### src/rtl/ahb_byte_master.sv
// Byte-stream command bridge: host sends W/R + little-endian address (+ data for W),
// the block performs one single-word AHB transfer and answers with ACK, NAK or the read word.
module ahb_byte_master #(
    parameter logic [7:0] CMD_WR = 8'h57,
    parameter logic [7:0] CMD_RD = 8'h52,
    parameter logic [7:0] ACK    = 8'h06,
    parameter logic [7:0] NAK    = 8'h15
) (
    input  logic        hclk,
    input  logic        hreset,
    input  logic [7:0]  rx_data,
    input  logic        rx_valid,
    output logic        rx_ready,
    output logic [7:0]  tx_data,
    output logic        tx_valid,
    input  logic        tx_ready,
    output logic        hbusreq,
    input  logic        hgrant,
    output logic [31:0] haddr,
    output logic [1:0]  htrans,
    output logic [2:0]  hsize,
    output logic [2:0]  hburst,
    output logic [3:0]  hprot,
    output logic        hwrite,
    output logic [31:0] hwdata,
    output logic        hmasterlock,
    input  logic [31:0] hrdata,
    input  logic        hready,
    input  logic [1:0]  hresp,
    output logic        busy
);

    localparam logic [2:0] S_IDLE = 3'd0;
    localparam logic [2:0] S_ADDR = 3'd1;
    localparam logic [2:0] S_DATA = 3'd2;
    localparam logic [2:0] S_REQ  = 3'd3;
    localparam logic [2:0] S_APH  = 3'd4;
    localparam logic [2:0] S_DPH  = 3'd5;
    localparam logic [2:0] S_RESP = 3'd6;

    localparam logic [1:0] HTRANS_IDLE   = 2'b00;
    localparam logic [1:0] HTRANS_NONSEQ = 2'b10;
    localparam logic [1:0] HRESP_ERROR   = 2'b01;

    logic [2:0]  state_q, state_d;
    logic [1:0]  cnt_q, cnt_d;
    logic        wr_q, wr_d;
    logic        err_q, err_d;
    logic [31:0] addr_q, addr_d;
    logic [31:0] wdata_q, wdata_d;
    logic [31:0] rdata_q, rdata_d;

    logic rx_fire;
    logic tx_fire;

    assign rx_fire = rx_valid && rx_ready;
    assign tx_fire = tx_valid && tx_ready;

    always_comb begin
        state_d = state_q;
        cnt_d   = cnt_q;
        wr_d    = wr_q;
        err_d   = err_q;
        addr_d  = addr_q;
        wdata_d = wdata_q;
        rdata_d = rdata_q;
        case (state_q)
            S_IDLE: begin
                if (rx_fire && (rx_data == CMD_WR || rx_data == CMD_RD)) begin
                    wr_d    = (rx_data == CMD_WR);
                    cnt_d   = 2'd0;
                    state_d = S_ADDR;
                end
            end
            S_ADDR: begin
                if (rx_fire) begin
                    addr_d[{cnt_q, 3'b000} +: 8] = rx_data;
                    // Word-aligned transfers only: the low address bits are dropped on capture.
                    addr_d[1:0] = 2'b00;
                    cnt_d = cnt_q + 2'd1;
                    if (cnt_q == 2'd3) begin
                        state_d = wr_q ? S_DATA : S_REQ;
                    end
                end
            end
            S_DATA: begin
                if (rx_fire) begin
                    wdata_d[{cnt_q, 3'b000} +: 8] = rx_data;
                    cnt_d = cnt_q + 2'd1;
                    if (cnt_q == 2'd3) begin
                        state_d = S_REQ;
                    end
                end
            end
            S_REQ: begin
                if (hgrant && hready) begin
                    state_d = S_APH;
                end
            end
            S_APH: begin
                if (hready) begin
                    state_d = S_DPH;
                end
            end
            S_DPH: begin
                // Only the hready=1 cycle ends the data phase; RETRY/SPLIT reissue the same transfer.
                if (hready) begin
                    rdata_d = hrdata;
                    err_d   = (hresp == HRESP_ERROR);
                    cnt_d   = 2'd0;
                    state_d = hresp[1] ? S_REQ : S_RESP;
                end
            end
            S_RESP: begin
                if (tx_fire) begin
                    if (err_q || wr_q || cnt_q == 2'd3) begin
                        cnt_d   = 2'd0;
                        state_d = S_IDLE;
                    end else begin
                        cnt_d = cnt_q + 2'd1;
                    end
                end
            end
            default: begin
                state_d = S_IDLE;
            end
        endcase
    end

    always_ff @(posedge hclk) begin
        if (hreset) begin
            state_q <= S_IDLE;
            cnt_q   <= 2'd0;
            wr_q    <= 1'b0;
            err_q   <= 1'b0;
            addr_q  <= 32'd0;
            wdata_q <= 32'd0;
            rdata_q <= 32'd0;
        end else begin
            state_q <= state_d;
            cnt_q   <= cnt_d;
            wr_q    <= wr_d;
            err_q   <= err_d;
            addr_q  <= addr_d;
            wdata_q <= wdata_d;
            rdata_q <= rdata_d;
        end
    end

    always_comb begin
        tx_data = 8'h00;
        if (state_q == S_RESP) begin
            if (err_q) begin
                tx_data = NAK;
            end else if (wr_q) begin
                tx_data = ACK;
            end else begin
                tx_data = rdata_q[{cnt_q, 3'b000} +: 8];
            end
        end
    end

    assign rx_ready    = !hreset && (state_q == S_IDLE || state_q == S_ADDR || state_q == S_DATA);
    assign tx_valid    = (state_q == S_RESP);
    assign hbusreq     = (state_q == S_REQ);
    assign htrans      = (state_q == S_APH) ? HTRANS_NONSEQ : HTRANS_IDLE;
    assign haddr       = addr_q;
    assign hwrite      = (state_q == S_APH) && wr_q;
    assign hwdata      = wdata_q;
    assign busy        = (state_q != S_IDLE);
    assign hsize       = 3'b010;
    assign hburst      = 3'b000;
    assign hprot       = 4'b0011;
    assign hmasterlock = 1'b0;

endmodule

### config.mk
export PLATFORM = sky130hd
export DESIGN_NAME = ahb_byte_master
export DESIGN_NICKNAME = d
export VERILOG_FILES = /design/src/rtl/ahb_byte_master.sv
export SDC_FILE = /design/constraint.sdc
export NUM_CORES = 1
export LEC_CHECK = 0
export ABC_AREA = 1
export CORE_MARGIN = 4
export CORE_UTILIZATION = 51
export CTS_CLUSTER_DIAMETER = 50
export DETAILED_ROUTE_END_ITERATION = 7
export GPL_ROUTABILITY_DRIVEN = 0
export HOLD_SLACK_MARGIN = 0.03
export MAX_ROUTING_LAYER = met4
export PLACE_DENSITY = 0.86
export SLEW_MARGIN = 40
export SYNTH_ARGS = -nofsm -noshare
export SYNTH_HDL_FRONTEND = slang
export SYNTH_SLANG_ARGS = --single-unit
### constraint.sdc
create_clock -name hclk -period 6.3 [get_ports hclk]
set_clock_uncertainty 0.15 [all_clocks]
set_input_delay 1.26 -clock hclk [delete_from_list [all_inputs] [get_ports hclk]]
set_output_delay 1.26 -clock hclk [all_outputs]
set_load 0.01 [all_outputs]
Yosys cells after proc, flatten, opt, wreduce, memory -nomap -nowiden
Cells that the tools add are included.
Word-level totals
  bits in registers: 101
  input bits: 48
Operators by class
  multiplexer cells: 25
  add/sub/neg operators: 2
  shift-type cells: 3
  eq/ne operators: 21
  reduce and logical (&&, ||, !) cells: 22
Operators with widths (number)
  bitwise mux 32 bit: 2
  2-to-1 mux 3 bit: 11
  variable shift 8 x 7 -> 32 bit (first input constant): 1
  indexed part select 32 x 6 -> 8 bit: 1
  indexed part select 8 x 7 -> 32 bit: 1
  2-to-1 mux 8 bit: 3
  case mux 3 bit (7 select lines): 1
  == test 8 x 7 -> 1 bit (second input constant): 2
  inequality test 2 bit (second input constant): 7
  2-to-1 mux 2 bit: 6
  AND reduction 10 bit: 1
  == test 3 bit (second input constant): 3
  inequality test 2 x 1 -> 1 bit (second input constant): 4
  case mux 2 bit (4 select lines): 1
  AND reduction 2 bit: 4
  negator 5 -> 7 bit: 1
  == test 3 x 2 -> 1 bit (second input constant): 2
  logical AND 1 bit: 6
  logical OR 1 bit: 5
  AND reduction 5 bit: 1
  nonzero test 4 bit: 1
  == test 3 x 1 -> 1 bit (second input constant): 1
  logical NOT 3 bit: 1
  nonzero test 3 bit: 1
  6 further kinds: 6

Longest topological paths before layout
Gate-level depths: netlist (run 1).
  depth after elaboration: 8
  gate-level depth with buffers: 11
  depth with buffers taken out: 10

Worst setup path after synthesis (run 1)
No wires, ideal clock.
  kind: input to output
  from: input hreset
  to: output rx_ready
  setup slack: 3.360 ns
  data required time: 4.890 ns
  buffers on the path: 0
  stages: 3
  arrival time: 1.530 ns
  path through: nor2_1 -> nand2_1 -> inv_1
Between the ends
  longest elaborated chain between the ends: 2
Ends and longest elaborated chain
  from (decl): line 10  | input logic hreset,
  logical NOT 1 bit: line 163  | assign rx_ready = !hreset && (state_q == S_IDLE || state_q == S_ADDR || state_q == S_DATA);
  logical AND 1 bit: line 163
  to (decl): line 13  | output logic rx_ready,
Every way passes these cells.

Final worst setup path (run 1)
Same ends and word-level chain as after synthesis.

==> results of run 1 <==
==> per-stage QoR <==
stage | total power, mW | hold slack (ps) | setup slack (ps) | utilization | std cells
final | 1.48 | 322 | 2090 | 0.676 | 854
after detailed placement | 1.12 | 301 | 2090 | 0.656 | 839
after global placement | 1.10 | 291 | 2120 | 0.656 | 839
after floorplan | 0.991 | 280 | 3360 | - | 650
after CTS | 1.48 | 315 | 1800 | 0.676 | 854
after global routing | 1.57 | 351 | 1980 | 0.676 | 854
==> registers in the layout (all words and copies together) (netlist names) <==
register	flops
haddr	30
wr_q	1
hwdata	32
rdata_q	32
cnt_q	2
err_q	1
state_q	3
==> how the worst min path moves through the flow <==
| stage | startpoint | to | slack, ps | cells after the start |
|---|---|---|---|---|
| 2_1_floorplan | rdata_q[11] | rdata_q[11] | 280 | 2 |
| 3_3_place_gp | rdata_q[8] | rdata_q[8] | 290 | 2 |
| 3_5_place_dp | rdata_q[13] | rdata_q[13] | 300 | 2 |
| 4_1_cts | rdata_q[13] | rdata_q[13] | 310 | 2 |
| 5_1_grt | rdata_q[20] | rdata_q[20] | 350 | 2 |
| 6_report | rdata_q[13] | rdata_q[13] | 320 | 2 |
==> worst max-delay path, delay by kind of cell <==
kind,cells,cell delay [ps]
buffers and inverters,3,1210
AND/OR/NAND/NOR,2,320
==> placed cells by master (no fill, tap or decap), types with 2 or more instances in the layout <==
cell type,count
nor2_2,4
inv_2,11
inv_1,51
nand3_2,3
inv_6,2
nor3_1,4
clkinv_1,2
clkdlybuf4s50_1,123
nand2_1,57
dfxtp_1,100
conb_1,14
ha_1,5
clkinv_2,2
nor2_4,4
nand3_1,18
o21ai_0,106
nor2_1,148
clkbuf_8,10
a211oi_1,2
a21oi_1,69
==> metal layers <==
layer,routed length (um),global-route usage
met1,5300,0.311
met2,5780,0.372
met3,832,0.0355
met4,248,0.0848
met5,0,-
==> cell families after synthesis <==
kind of cell,count (synthesis),synth area share
buffers and inverters,107,0.110
adder cells (fa/ha/maj),5,0.0138
other,2,0.00166
AO/OA/AOI/OAI,181,0.203
AND/OR/NAND/NOR,242,0.226
flip-flops,101,0.446
==> Yosys cell counts, drive strengths merged <==
| cell type | count |
|---|---|
| nor2 | 157 |
| o21ai | 106 |
| dfxtp | 101 |
| a21oi | 69 |
| inv | 63 |
| nand2 | 57 |
| buf | 27 |
| nand3 | 21 |
| clkbuf | 15 |
| ha | 5 |
| nor3 | 5 |
| a211oi | 2 |
| clkinv | 2 |
| conb | 2 |
| a31oi | 1 |
| nand3b | 1 |
| nand4 | 1 |
| o2111ai | 1 |
| o21bai | 1 |
| o221ai | 1 |
==> area by class of cell <==
type,instances,area [um2]
fill,761,2810
multi-input combinational,442,2060
sequential,101,2020
timing repair buffer,123,1230
inverter,65,246
clock buffer,10,138
tap,108,135
clock inverter,5,35.0
==> power groups by stage <==
| stage | clock network [mW] | registers, mW | logic (mW) |
|---|---|---|---|
| final | 0.374 | 0.706 | 0.404 |
| after global routing | 0.405 | 0.711 | 0.451 |
| after CTS | 0.377 | 0.704 | 0.400 |
| after detailed placement | 0 | 0.719 | 0.397 |
| after global placement | 0 | 0.717 | 0.380 |
| after floorplan | 0 | 0.705 | 0.285 |
==> out/metrics.cfg, run 1 <==
[global_routing]
grt_use_total = 0.237
grt_max_degree = 93
grt_pass1_vias = 4182
overflow = 0
antenna_found_initial = 0
grt_pass1_wl_um = 19300

[placement]
dpl_cell_area_um2 = 5700
placement.io_buffers = 123
hpwl_um = 9210

[worst_setup_path]
cp.required_ps = 4890
critPathSlowestCell = clkdlybuf4s50_1
max_stage_delay_ps = 640
cp-end-kind = output pin
worstPathMaxFanout = 11
path_class = input pin to output pin
r2r_cells = 8
path_cells = clkdlybuf4s50_1, nor2_1, nand2_1, inv_1, clkdlybuf4s50_1
cp-endpoint = rx_ready
worstReg2RegStart = cnt_q[0]
cp-start-kind = input pin
cp_common_cell = clkdlybuf4s50_1
r2r_slack_ps = 3130
cp.arrival_ps = 2800
rr_endpoint = hwdata[20]
crit_start = hreset

[power_and_ir_drop]
p_sw_frac = 0.348
power_leakage_nw = 2.32
ir_drop_mv = 0.172
powerDensity_nw_per_um2 = 253
comb_power_share = 0.272
power.share.sequential = 0.476
internal-power_mw = 0.968
switchingPower_mw = 0.516
clkPwrFrac = 0.252

[clocking]
cts_made_buffers = 9
cts_htree_levels = 3
cts_setup_buffers = 0
clk_pin_slew_ps = 100
clockRootBuffer = clkbuf_8
cts.sinks = 101
cts_hold_buf = 0
clk_latency_ps = 360
cts_resized = 0
cts_tree = done
clockBufferDepth = 2

[synthesis]
ys_warn_count = 0
netlist_area_um2 = 4540
synth-seq-cells = 101
synthCells = 638
syn_area_per_cell_um2 = 7.11
ys_top_cells_by_area = dfxtp_1 45%, nor2_1 12%, o21ai_0 12%
yosys.area.top_type = dfxtp_1
ys_types = 28
synth_top_area_share = 0.446
yosysSeqAreaShare = 0.446

[run]
drv_cap = 0

[route]
dr.first_iter.drc_count = 307
wire_per_inst_um = 14.2
drt_pass1_iterations = 7
antenna_left = 0
viasPerCell = 5.34
vias = 4558
drt_wl_total_um = 12200
drc = 0

[layout]
layout-drive-gt1-share = 0.0550
final_cell_area_um2 = 5870
n_antenna_cell = 0
nets = 795
syn_to_final_growth_pct = 29.4

[floorplanning]
initial_utilization = 0.523
row_count = 34
fp.coreArea_um2 = 8680
die_area_um2 = 10500
die_h_um = 102
io_pins = 138
die_w_um = 102

[timing]
rsz0062_at_grt = false
finalCritPeriodShare = 0.669
fmax_ghz = 0.237
slew_headroom = 0.518
final_hold_viol_count = 0
setup_tns_ps = 0
worstMarginPinSlew_ps = 724
period_needed_ps = 4210
setup_viol = 0
finalMaxSlewViolations = 0

[min_path]
hp-class = register to register

[run_status]
status = completed

(Power assumes the default switching activity.)
==> inputs of run 2 (changes only) <==
--- a/config.mk
+++ b/config.mk
@@ -7,13 +7,13 @@
 export LEC_CHECK = 0
 export ABC_AREA = 1
 export CORE_MARGIN = 4
-export CORE_UTILIZATION = 51
+export CORE_UTILIZATION = 42
 export CTS_CLUSTER_DIAMETER = 50
 export DETAILED_ROUTE_END_ITERATION = 7
 export GPL_ROUTABILITY_DRIVEN = 0
 export HOLD_SLACK_MARGIN = 0.03
 export MAX_ROUTING_LAYER = met4
-export PLACE_DENSITY = 0.86
+export PLACE_DENSITY = 0.76
 export SLEW_MARGIN = 40
 export SYNTH_ARGS = -nofsm -noshare
 export SYNTH_HDL_FRONTEND = slang
==> constraint.sdc (replaced) <==
create_clock -name hclk -period 3.43 [get_ports hclk]
set_clock_uncertainty 0.15 [all_clocks]
set_input_delay 0.686 -clock hclk [delete_from_list [all_inputs] [get_ports hclk]]
set_output_delay 0.686 -clock hclk [all_outputs]
set_load 0.01 [all_outputs]
==> run 2 against run 1 <==
  * Core utilization fell by 10 points
  * Flip-flop and latch count did not move
  * Final cell count rose by 4.4%
  * Largest cell class unchanged
  * Critical path type is now register to output pin
  * Routed wire length rose by 4.7%
  * Clock-buffer cell count did not move
==> out/metrics.cfg, run 2 (synthesis gave the netlist of run 1 again) <==
[timing]
whs_ps = 313  ; -8.95 ps
finalMaxSlewViolations = 0  ; unchanged
final_hold_viol_count = 0  ; unchanged
setup_viol = 0  ; unchanged
slew_headroom = 0.532  ; +0.0148
worstMarginPinSlew_ps = 700  ; -23.3 ps
finalCritPeriodShare = 0.966
period_needed_ps = 3310
fmax_ghz = 0.302

[route]
drc = 0  ; unchanged
antenna_left = 0  ; unchanged
vias = 4528  ; -0.66%
drt_pass1_iterations = 5  ; -2
dr.first_iter.drc_count = 236  ; -23%
viasPerCell = 5.08  ; -4.9%
wire_per_inst_um = 14.3  ; +0.20%
drt_wl_total_um = 12700  ; +4.7%

[layout]
layout_commonest_cell = nor2_1
final_cell_area_um2 = 5990  ; +2.1%
finalNonFillerCells = 892  ; +4.4%
nFillCells = 992  ; +30%
layout-drive-gt1-share = 0.0661  ; +0.0112
multi_input_area_um2 = 2060  ; unchanged
final_util = 0.575  ; -0.101
final_cell_mix = 148 x nor2_1, 123 x clkdlybuf4s50_1, 106 x o21ai_0, 101 x dfxtp_1, 69 x a21oi_1
nets = 804  ; +1.1%
seq_area_um2 = 2020  ; about the same
n_antenna_cell = 0  ; unchanged
syn_to_final_growth_pct = 32.1

[placement]
placement.io_buffers = 123  ; unchanged
hpwl_um = 9550  ; +3.6%
dp_cells = 872  ; +3.9%
dpl_cell_area_um2 = 5770  ; +1.2%

[worst_setup_path]
cp.required_ps = 2590  ; -2300 ps
cp.arrival_ps = 2480  ; -320 ps
cp-start-kind = register
worstPathMaxFanout = 15  ; +4
path_class = register to output pin
r2r_slack_ps = 470  ; -2660 ps
r2r_cells = 9  ; +1
rr_endpoint = hwdata[20]
worstReg2RegStart = cnt_q[0]
cp-end-kind = output pin

[clocking]
cts_htree_levels = 3  ; unchanged
clk_pin_slew_ps = 100  ; about the same
cts_tree = done
cts_made_buffers = 9  ; unchanged
cts_hold_buf = 0  ; unchanged
cts.sinks = 101  ; unchanged
clockRootBuffer = clkbuf_8
clockBufferDepth = 2  ; unchanged
clk_latency_ps = 380  ; +20 ps

[global_routing]
overflow = 0  ; unchanged
grt_use_total = 0.201  ; -0.0361
grt_pass1_wl_um = 20300  ; +4.8%
grt_pass1_vias = 4227  ; +1.1%
antenna_found_initial = 0  ; unchanged
grt_max_degree = 51  ; -45%

[run]
drv_cap = 0  ; unchanged

[floorplanning]
fp.coreArea_um2 = 10400  ; +20%
die_h_um = 112  ; +9.4%
io_pins = 138  ; unchanged
die_area_um2 = 12500  ; +20%
initial_utilization = 0.436  ; -0.0872
row_count = 37  ; +8.8%
die_w_um = 112  ; +9.4%

[min_path]
holdPathEnd = rdata_q[11]
worstHoldStart = rdata_q[11]
hp-class = register to register
hold_depth = 2  ; unchanged

[power_and_ir_drop]
powerDensity_nw_per_um2 = 468  ; +85%
finalPower_mw = 2.80  ; +89%
ir_drop_mv = 0.266  ; +54%
power_leakage_nw = 2.37  ; +1.8%

[run_status]
status = completed

[run 2: cell count changes in the layout (fill, tap and decap cells not counted), moves of 2 or more]
cell and delta:
clkinv_2 -2, buf_4 +9, inv_8 +2, clkinvlp_4 +2
[run 2: area by class of cell]
type | count | share of cell area
Tap cell | 136 | 0.0284
Sequential cell | 101 | 0.337
Clock buffer | 10 | 0.0230
Timing Repair Buffer | 132 | 0.217
Clock inverter | 6 | 0.00919
Multi-Input combinational cell | 442 | 0.344
Inverter | 65 | 0.0413
[run 2: worst max-delay path, stage by stage, from the launching register on]
cell             delay (ps)
dfxtp_1                 650
clkinvlp_4              290
a21oi_1                 210
o21ai_0                 150
nand2_1                  90
nand2_1                  50
a21oi_1                 120
clkdlybuf4s50_1         550
[run 2: what timing repair did]
action                     4_1_cts  5_1_grt
setup endpoints to repair        0        2
buffers inserted                 0        4
gates resized for setup          0        1
[run 2: how the worst max path moves through the flow]
stage             start          to  slack (ps)  cells past startpoint
2_1_floorplan  cnt_q[0]   haddr[19]        1080                     11
6_report       cnt_q[0]  tx_data[0]         120                      7
5_1_grt        cnt_q[0]  tx_data[4]          -4                      7
3_5_place_dp   cnt_q[0]  tx_data[0]         560                      7
3_3_place_gp   cnt_q[0]  tx_data[0]         640                      7
4_1_cts        cnt_q[0]  tx_data[0]          80                      7
[run 2: power by group]
| group | switching [mW] | leakage (nW) | internal [mW] |
|---|---|---|---|
| clock | 0.441 | 0.0929 | 0.298 |
| sequential | 0.0492 | 0.815 | 1.23 |
| combinational | 0.495 | 1.46 | 0.291 |
| total | 0.985 | 2.37 | 1.82 |
[run 2: metrics by stage]
| stage | setup TNS (ps) | worst slack (ps) |
|---|---|---|
| after global routing | -3.69 | -3.69 |
| final | 0 | 118 |
| after detailed placement | 0 | 560 |
| after global placement | 0 | 641 |
| after CTS | 0 | 84.3 |
| after floorplan | 0 | 1080 |
[run 2: per-layer routing]
metal,vias up,wire length (um),GRT usage
li1,2260,-,-
met1,2029,5340,0.241
met2,215,6080,0.337
met3,24,1010,0.0457
met4,0,299,0.0593
met5,-,0,-
